`config.mk`:
```
export PLATFORM = sky130hd
export DESIGN_NAME = serializer_arbiter_flat
export DESIGN_NICKNAME = d
export VERILOG_FILES = /design/src/rtl/serializer_arbiter_if.sv /design/src/rtl/serializer_arbiter.sv /design/src/flat_wrapper.sv
export SDC_FILE = /design/constraint.sdc
export NUM_CORES = 1
export LEC_CHECK = 0
export ABC_CLOCK_PERIOD_IN_PS = 7200
export BUFFER_PORTS_ARGS = -buffer_cell sky130_fd_sc_hd__buf_2
export CORE_MARGIN = 2
export CORE_UTILIZATION = 45
export DETAILED_ROUTE_END_ITERATION = 6
export PLACE_DENSITY = 0.87
export SLEW_MARGIN = 0
export SYNTH_ARGS = -nofsm -noshare
export SYNTH_HDL_FRONTEND = slang
export SYNTH_SLANG_ARGS = --single-unit
```
`constraint.sdc`:
```
create_clock -name clk -period 7.2 [get_ports clk]
set_input_delay 0.72 -clock clk [delete_from_list [all_inputs] [get_ports clk]]
set_output_delay 0.72 -clock clk [all_outputs]
set_load 0.1 [all_outputs]
```
`src/rtl/serializer_arbiter_if.sv`:
```
// Request/grant and serial-output bundle for serializer_arbiter.
// The master side drives requests; the slave side (the arbiter) drives the frame outputs.
interface serializer_arbiter_if #(
    parameter int unsigned MSG_SIZE = 64,
    parameter int unsigned NUM_REQ  = 4
);
    localparam int unsigned ID_W = (NUM_REQ > 1) ? $clog2(NUM_REQ) : 1;

    logic                          ena;
    logic [NUM_REQ-1:0]            iReq;
    logic [NUM_REQ*MSG_SIZE-1:0]   iData_in;
    logic [NUM_REQ-1:0]            oGrant;
    logic [ID_W-1:0]               oSrc_id;
    logic                          oData_out;
    logic                          oData_flag;
    logic                          oBusy;
    logic                          oDone;

    modport master (
        output ena, iReq, iData_in,
        input  oGrant, oSrc_id, oData_out, oData_flag, oBusy, oDone
    );

    modport slave (
        input  ena, iReq, iData_in,
        output oGrant, oSrc_id, oData_out, oData_flag, oBusy, oDone
    );
endinterface

```
`src/rtl/serializer_arbiter.sv`:
```
// Round-robin arbiter that captures the winning requester's word and shifts it out MSB first,
// followed by a one-cycle gap carrying the done pulse.
module serializer_arbiter #(
    parameter int unsigned MSG_SIZE = 64,
    parameter int unsigned NUM_REQ  = 4
) (
    input  logic                  clk,
    input  logic                  rst,
    serializer_arbiter_if.slave   io_bus
);
    localparam int unsigned ID_W  = (NUM_REQ > 1) ? $clog2(NUM_REQ) : 1;
    localparam int unsigned CNT_W = $clog2(MSG_SIZE) + 1;
    localparam logic [CNT_W-1:0] LAST_BIT = CNT_W'(MSG_SIZE - 1);
    localparam logic [ID_W-1:0]  LAST_ID  = ID_W'(NUM_REQ - 1);

    typedef enum logic [1:0] {StIdle, StShift, StGap} state_e;

    state_e               r_state;
    logic [MSG_SIZE-1:0]  r_shift;
    logic [CNT_W-1:0]     r_cnt;
    logic [ID_W-1:0]      r_last;
    logic [ID_W-1:0]      r_src_id;
    logic [NUM_REQ-1:0]   r_grant;
    logic                 r_data_out;
    logic                 r_data_flag;
    logic                 r_busy;
    logic                 r_done;

    logic                 w_found;
    logic [ID_W-1:0]      w_win_id;
    logic [NUM_REQ-1:0]   w_win_oh;
    logic [MSG_SIZE-1:0]  w_win_word;

    // Search starts one past the last winner and wraps, so the last winner has lowest priority.
    always_comb begin
        int unsigned idx;
        idx      = 0;
        w_found  = 1'b0;
        w_win_id = '0;
        for (int unsigned i = 1; i <= NUM_REQ; i++) begin
            idx = (32'(r_last) + i) % NUM_REQ;
            if (!w_found && io_bus.iReq[ID_W'(idx)]) begin
                w_found  = 1'b1;
                w_win_id = ID_W'(idx);
            end
        end
        w_win_oh           = '0;
        w_win_oh[w_win_id] = 1'b1;
        w_win_word         = io_bus.iData_in[32'(w_win_id)*MSG_SIZE +: MSG_SIZE];
    end

    always_ff @(posedge clk or posedge rst) begin
        if (rst) begin
            r_state     <= StIdle;
            r_shift     <= '0;
            r_cnt       <= '0;
            r_last      <= LAST_ID;
            r_src_id    <= '0;
            r_grant     <= '0;
            r_data_out  <= 1'b0;
            r_data_flag <= 1'b0;
            r_busy      <= 1'b0;
            r_done      <= 1'b0;
        end else begin
            // Pulses default low; a disabled cycle therefore never produces one.
            r_grant     <= '0;
            r_done      <= 1'b0;
            r_data_flag <= 1'b0;
            if (io_bus.ena) begin
                unique case (r_state)
                    StIdle: begin
                        if (w_found) begin
                            r_shift    <= w_win_word;
                            r_grant    <= w_win_oh;
                            r_src_id   <= w_win_id;
                            r_last     <= w_win_id;
                            r_busy     <= 1'b1;
                            r_cnt      <= '0;
                            r_data_out <= 1'b0;
                            r_state    <= StShift;
                        end
                    end
                    StShift: begin
                        r_data_out  <= r_shift[MSG_SIZE-1];
                        r_data_flag <= 1'b1;
                        r_shift     <= {r_shift[MSG_SIZE-2:0], 1'b0};
                        r_cnt       <= r_cnt + CNT_W'(1);
                        if (r_cnt == LAST_BIT) begin
                            r_state <= StGap;
                        end
                    end
                    StGap: begin
                        r_data_out <= 1'b0;
                        r_done     <= 1'b1;
                        r_busy     <= 1'b0;
                        r_state    <= StIdle;
                    end
                    default: r_state <= StIdle;
                endcase
            end
        end
    end

    assign io_bus.oGrant     = r_grant;
    assign io_bus.oSrc_id    = r_src_id;
    assign io_bus.oData_out  = r_data_out;
    assign io_bus.oData_flag = r_data_flag;
    assign io_bus.oBusy      = r_busy;
    assign io_bus.oDone      = r_done;
endmodule
```
`src/flat_wrapper.sv`:
```
// flat-port wrapper written by rule: the top's interface ports become plain ports
module serializer_arbiter_flat 
#(
    parameter int unsigned MSG_SIZE = 64,
    parameter int unsigned NUM_REQ  = 4
)
  (clk, rst, io_bus_ena, io_bus_iReq, io_bus_iData_in, io_bus_oGrant, io_bus_oSrc_id, io_bus_oData_out, io_bus_oData_flag, io_bus_oBusy, io_bus_oDone);
  serializer_arbiter_if #(.MSG_SIZE(MSG_SIZE), .NUM_REQ(NUM_REQ)) io_bus_i ();
  input  logic clk;
  input  logic rst;
  input wire logic [$bits(io_bus_i.ena)-1:0] io_bus_ena;
  input wire logic [$bits(io_bus_i.iReq)-1:0] io_bus_iReq;
  input wire logic [$bits(io_bus_i.iData_in)-1:0] io_bus_iData_in;
  output wire logic [$bits(io_bus_i.oGrant)-1:0] io_bus_oGrant;
  output wire logic [$bits(io_bus_i.oSrc_id)-1:0] io_bus_oSrc_id;
  output wire logic [$bits(io_bus_i.oData_out)-1:0] io_bus_oData_out;
  output wire logic [$bits(io_bus_i.oData_flag)-1:0] io_bus_oData_flag;
  output wire logic [$bits(io_bus_i.oBusy)-1:0] io_bus_oBusy;
  output wire logic [$bits(io_bus_i.oDone)-1:0] io_bus_oDone;
  assign io_bus_i.ena = io_bus_ena;
  assign io_bus_i.iReq = io_bus_iReq;
  assign io_bus_i.iData_in = io_bus_iData_in;
  assign io_bus_oGrant = io_bus_i.oGrant;
  assign io_bus_oSrc_id = io_bus_i.oSrc_id;
  assign io_bus_oData_out = io_bus_i.oData_out;
  assign io_bus_oData_flag = io_bus_i.oData_flag;
  assign io_bus_oBusy = io_bus_i.oBusy;
  assign io_bus_oDone = io_bus_i.oDone;
  serializer_arbiter #(.MSG_SIZE(MSG_SIZE), .NUM_REQ(NUM_REQ)) u_core (.clk(clk), .rst(rst), .io_bus(io_bus_i));
endmodule
```
==> flow_metrics.env, run 1 <==
export IMPL_p_seq_share_pct=35.3
export IMPL_cap_violations=0
export IMPL_synth_seq_cells=85
export IMPL_hold_worst_slack_ns=0.5120
export IMPL_fin_worst_skew_ns=0.008108
export IMPL_pwr_share_comb_pct=44.0
export IMPL_ant_nets=0
export IMPL_tns_ns=0
export IMPL_worstHoldStart="u_core.r_shift[0]$_DFFE_PP0P_"
export IMPL_synthToLayoutAreaGrowth_pct=29.65
export IMPL_grt_pass1_wl_um=29240
export IMPL_syn_num_nets=891
export IMPL_finalSetupViolations=0
export IMPL_design_die_area_um2=13480
export IMPL_avgSynthCellArea_um2=9.018
export IMPL_synth_seq_area_share_pct=37.66
export IMPL_worst_slew_pin_slew_ns=1.200
export IMPL_postCtsHoldBufs=0
export IMPL_min_path_type="reg -> reg"
export IMPL_grt_antenna_before_repair=2
export IMPL_grt_max_degree=86
export IMPL_final_common_cell="buf_2"
export IMPL_synth_edf_count=0
export IMPL_hpwl_um=12380
export IMPL_syn_inst=627
export IMPL_clock_latency_ns=0.33
export IMPL_vias=6360
export IMPL_post_route_util_pct=60.28
export IMPL_fin_ws_ns=4.273
export IMPL_rrSetupSlack_ns=4.31
export IMPL_ys_types=40
export IMPL_clkTransAtPathRegs_ns=0.06
export IMPL_die_w_um=116.1
export IMPL_placed_area_um2=7028
export IMPL_period_share_pct=40.65
export IMPL_wirelength_um=19100
export IMPL_cts_sinks=85
export IMPL_criticalPathCategory="in -> reg"
export IMPL_rows=40
export IMPL_arrival_ns=3.17
export IMPL_routedWlPerCell_um=18.87
export IMPL_p_per_area_nw_per_um2=317.0
export IMPL_cts_root_buf="clkbuf_16"
export IMPL_finalInstanceArea_um2=7331
export IMPL_layout_common_cells="buf_2, dfrtp_1, a221oi_1, a31oi_1, nand3b_1"
export IMPL_ir_drop_mv=0.3545
export IMPL_gr_total_overflow=0
export IMPL_cts_resized=0
export IMPL_swShare_pct=40.19
export IMPL_cp_max_fo=68
export IMPL_cts_tree="done"
export IMPL_hold_violations=0
export IMPL_die_h_um=116.1
export IMPL_grt_pass1_vias=5795
export IMPL_synthFlopType="dfrtp_1"
export IMPL_status="finished, final reports clean"
export IMPL_fmax_ghz=0.3417
export IMPL_rsz0062_at_grt="false"
export IMPL_groute_usage_overall_pct=27.31
export IMPL_num_io_pins=273
export IMPL_postCtsSetupBuffers=0
export IMPL_design_core_area_um2=12160
export IMPL_drive_above_1_share_pct=36.89
export IMPL_holdPathStages=2
export IMPL_internal_power_mw=1.390
export IMPL_cts_max_level=3
export IMPL_switchingPower_uw=933.9
export IMPL_clkPwrFrac_pct=20.7
export IMPL_start_kind="input pin"
export IMPL_preCtsSetupSlack_ns=4.004
export IMPL_r2r_cells=7
export IMPL_placed_cells=996
export IMPL_vias_per_cell=6.285
export IMPL_syn_cell_area_um2=5654
export IMPL_crit_required_ns=7.45
export IMPL_finalPower_mw=2.324
export IMPL_final_min_clock_period_ns=2.927
export IMPL_slew_viol_final=0
export IMPL_initial_core_util_pct=46.49
export IMPL_final_nets=1103
export IMPL_dr_pass1_iters=7
export IMPL_final_cells=1012
export IMPL_cts_buffers=9
export IMPL_relSlewSlack_pct=19.99
export IMPL_r2r_end="u_core.r_shift[19]$_DFFE_PP0P_"
export IMPL_min_to="u_core.r_shift[0]$_DFFE_PP0P_"
export IMPL_leakagePower_nw=3.388
export IMPL_clock_path_buffers=2
export IMPL_ys_warn_count=0
export IMPL_r2r_start="u_core.r_last[1]$_DFFE_PP1P_"
export IMPL_crit_path_end_kind="register"
export IMPL_io_buffers=272
export IMPL_post_route_drc_count=0
export IMPL_ys_async_sr_fraction_pct=100.0
export IMPL_drtIter0Drc=636
export IMPL_routabilityCongestion=0.8132
state kept, by name, summed over array words and instances (netlist names):
| register | flops |
|---|---|
| u_core.r_shift | 64 |
| u_core.r_cnt | 7 |
| u_core.io_bus.oGrant | 4 |
| u_core.io_bus.oSrc_id | 2 |
| u_core.r_last | 2 |
| u_core.r_state | 2 |
| u_core.io_bus.oBusy | 1 |
| u_core.io_bus.oData_flag | 1 |
| u_core.io_bus.oData_out | 1 |
| u_core.io_bus.oDone | 1 |
power by group through the flow:
stage                     Clock, mW  Sequential, mW  Combinational (mW)
after global routing          0.511           0.842                1.13
final                         0.481           0.819                1.02
after global placement            0           0.813               0.998
after floorplan                   0           0.835               0.732
after detailed placement          0           0.815                1.02
after CTS                     0.491           0.813                1.02
worst max-delay path, stage by stage:
cell      delay (ns)
buf_2           0.15
or2_1           0.27
a311oi_4        0.28
buf_4           0.50
buf_4           0.65
o311a_1         0.28
a31oi_1         0.04
a21oi_1         0.20
synthesized netlist by cell type (12+ instances only):
master	instances	area [um2]
a21oi_1	61	305.3
a221oi_1	64	560.5
a31oi_1	63	394.1
buf_2	26	130.1
clkbuf_1	49	183.9
dfrtp_1	83	2077
nand2_1	17	63.81
nand3b_1	63	473.0
nor2_1	12	45.04
o21ai_0	19	95.09
o21ai_1	43	215.2
o311a_1	59	590.6
how the worst max path moves through the flow:
stage | from | end | slack [ns] | depth (start not counted)
floorplan | rst | u_core.io_bus.oBusy$_DFFE_PP0P_ | 4.29 | 1
global placement | io_bus_iReq[0] | u_core.r_shift[21]$_DFFE_PP0P_ | 4.05 | 8
detailed placement | io_bus_iReq[0] | u_core.r_shift[19]$_DFFE_PP0P_ | 4.00 | 8
CTS | io_bus_iReq[0] | u_core.r_shift[19]$_DFFE_PP0P_ | 4.34 | 8
global route | u_core.r_last[1]$_DFFE_PP1P_ | u_core.r_shift[12]$_DFFE_PP0P_ | 4.15 | 7
finish | io_bus_iReq[0] | u_core.r_shift[19]$_DFFE_PP0P_ | 4.27 | 8
cell families (layout without fill, tap and decap cells):
logic type	after synthesis	in the layout	share of synthesized area (%)
XOR/XNOR	4	4	0.6195
flip-flops	85	85	37.66
other	0	1	0
adder cells (fa/ha/maj)	1	1	0.2213
buffers and inverters	87	303	6.550
AO/OA/AOI/OAI	329	329	41.00
multiplexers	2	2	0.3541
AND/OR/NAND/NOR	119	119	13.59
area by class of cell:
type | count | area [um2]
fill | 1094 | 4831
multi-input combinational | 455 | 3219
sequential | 85 | 2131
timing repair buffer | 284 | 1451
clock buffer | 13 | 240.2
tap | 168 | 210.2
clock inverter | 2 | 60.06
inverter | 4 | 16.27
antenna | 1 | 2.502
routing by layer:
| layer | routed length (um) | global-route usage [%] |
|---|---|---|
| met5 | 16 | 0 |
| met4 | 286 | 7.381 |
| met3 | 1708 | 6.798 |
| met2 | 9252 | 44.87 |
| met1 | 7831 | 36.28 |
No activity file was read; power rests on OpenSTA's default activity.
==> run 2: changes to the inputs <==
ABC_CLOCK_PERIOD_IN_PS = 2450   (was 7200)
CORE_UTILIZATION = 43   (was 45)
clock period = 2.45 ns   (was 7.2 ns; I/O delays follow)
==> flow_metrics.env, run 2 (synthesized netlist as in run 1, its figures left out) <==
export IMPL_worst_slew_pin_slew_ns=0.9175
export IMPL_crit_path_start="u_core.r_last[1]$_DFFE_PP1P_"
export IMPL_finalPower_mw=7.297
export IMPL_cap_violations=0
export IMPL_design_die_area_um2=14080
export IMPL_hold_violations=0
export IMPL_grt_pass1_wl_um=31080
export IMPL_io_buffers=272
export IMPL_clock_latency_ns=0.34
export IMPL_hold_worst_slack_ns=0.1470
export IMPL_fin_worst_skew_ns=0.009173
export IMPL_postCtsSetupBuffers=0
export IMPL_p_per_area_nw_per_um2=959.8
export IMPL_cts_tree="done"
export IMPL_layout_common_cells="buf_2, dfrtp_1, a221oi_1"
export IMPL_r2r_cells=5
export IMPL_slew_viol_final=0
export IMPL_cts_root_buf="clkbuf_16"
export IMPL_routabilityCongestion=0.8417
export IMPL_holdPathStages=3
export IMPL_grt_max_degree=59
export IMPL_cp_max_fo=37
export IMPL_arrival_ns=2.51
export IMPL_leakagePower_nw=3.519
export IMPL_drtIter0Drc=662
export IMPL_vias=6484
export IMPL_n_fill_cell=1115
export IMPL_cts_buffers=9
export IMPL_dr_pass1_iters=5
export IMPL_num_io_pins=273
export IMPL_final_common_cell="buf_2"
export IMPL_final_min_clock_period_ns=2.257
export IMPL_rows=41
export IMPL_cts_sinks=85
export IMPL_status="finished, final reports clean"
export IMPL_drive_above_1_share_pct=37.97
export IMPL_cts_max_level=3
export IMPL_fmax_ghz=0.4430
export IMPL_routedWlPerCell_um=19.39
export IMPL_crit_path_end_kind="register"
export IMPL_grt_pass1_vias=6056
export IMPL_clock_path_buffers=2
export IMPL_design_core_area_um2=12720
export IMPL_top_register="u_core.r_shift"
export IMPL_diodes=0
export IMPL_clkTransAtPathRegs_ns=0.06
export IMPL_final_nets=1116
export IMPL_largest_reg_flops=64
export IMPL_die_w_um=118.7
export IMPL_grt_antenna_before_repair=1
export IMPL_vias_per_cell=6.307
export IMPL_criticalPathCategory="reg -> reg"
export IMPL_worstHoldStart="io_bus_iData_in[104]"
export IMPL_start_kind="register"
export IMPL_synthToLayoutAreaGrowth_pct=34.45
export IMPL_finalSetupViolations=0
export IMPL_groute_usage_overall_pct=27.68
export IMPL_period_share_pct=92.13
export IMPL_wirelength_um=19940
export IMPL_tns_ns=0
export IMPL_ant_nets=0
export IMPL_min_path_type="in -> reg"
export IMPL_relSlewSlack_pct=38.63
export IMPL_post_route_drc_count=0
export IMPL_gr_total_overflow=0
export IMPL_die_h_um=118.7
export IMPL_hpwl_um=14080
export IMPL_ir_drop_mv=0.7746
export IMPL_initial_core_util_pct=44.44
export IMPL_crit_required_ns=2.70
export IMPL_rsz0062_at_grt="false"
export IMPL_r2r_start="u_core.r_last[1]$_DFFE_PP1P_"
-- run 2: changes by cell type in the layout (fill, tap and decap cells not counted) --
| cell | change |
|---|---|
| a221oi_1 | +1 |
| buf_12 | +9 |
| bufinv_16 | +2 |
| a221oi_2 | -1 |
| buf_4 | +3 |
| diode_2 | -1 |
| clkbuf_8 | +1 |
| clkbuf_1 | -3 |
| dlygate4sd3_1 | +1 |
-- run 2: area by class of cell --
class / instances / area (um2) / area share [%]
clock buffers: 11 / 242.7 / 3.193
well taps: 172 / 215.2 / 2.831
multi-input cells: 455 / 3213 / 42.26
clock inverters: 4 / 120.1 / 1.580
repair buffers: 297 / 1664 / 21.89
inverters: 4 / 16.27 / 0.2140
flip-flops and latches: 85 / 2131 / 28.03
-- run 2: timing repair --
item / 4_1_cts / 5_1_grt
resized for setup: 0 / 0
endpoints found under the hold margin: 22 / 0
hold buffers: 1 / 0
-- run 2: metrics by stage --
step	setup WS, ns	cell area, um2	std cells	utilization (%)
floorplan	0.01481	5654	627	-
global placement	0.2316	7229	1012	56.83
detailed placement	0.1581	7229	1012	56.83
CTS	0.1845	7602	1028	59.76
global route	0.008019	7602	1028	59.76
finish	0.1927	7602	1028	59.76
-- run 2: path summary, 6_finish.rpt --
| check | slack (ns) | endpoint |
|---|---|---|
| setup / recovery | 0.19 | u_core.r_shift[4]$_DFFE_PP0P_ |
| max in group asynchronous | 1.32 | u_core.r_shift[52]$_DFFE_PP0P_ |
| hold / removal | 0.15 | u_core.r_shift[40]$_DFFE_PP0P_ |
| min in group asynchronous | 0.44 | u_core.io_bus.oDone$_DFF_PP0_ |
| hold reg to reg | 0.49 | u_core.io_bus.oSrc_id[1]$_DFFE_PP0P_ |
| setup reg to reg | 0.19 | u_core.r_shift[4]$_DFFE_PP0P_ |
-- run 2: routing by layer --
layer  track usage, %  routed length (um)  part of all wire [%]
met5                0                  13                 0.065
met4            9.970                 385                   1.9
met3            5.019                1614                   8.1
met2            45.98                9705                    49
met1            36.06                8217                    41
-- run 2: power by group --
part	switching, mW	total [mW]	internal (mW)
registers	0.345	2.36	2.02
clock network	0.549	1.67	1.12
logic	1.93	3.26	1.33
total	2.83	7.30	4.47
-- run 2: critical path, cell delays in order, from the launching register on --
cell and delay [ns]:
dfstp_2 0.66, a21boi_4 0.67, nor3_4 0.10, buf_4 0.30
nand3b_1 0.20, a31oi_1 0.21
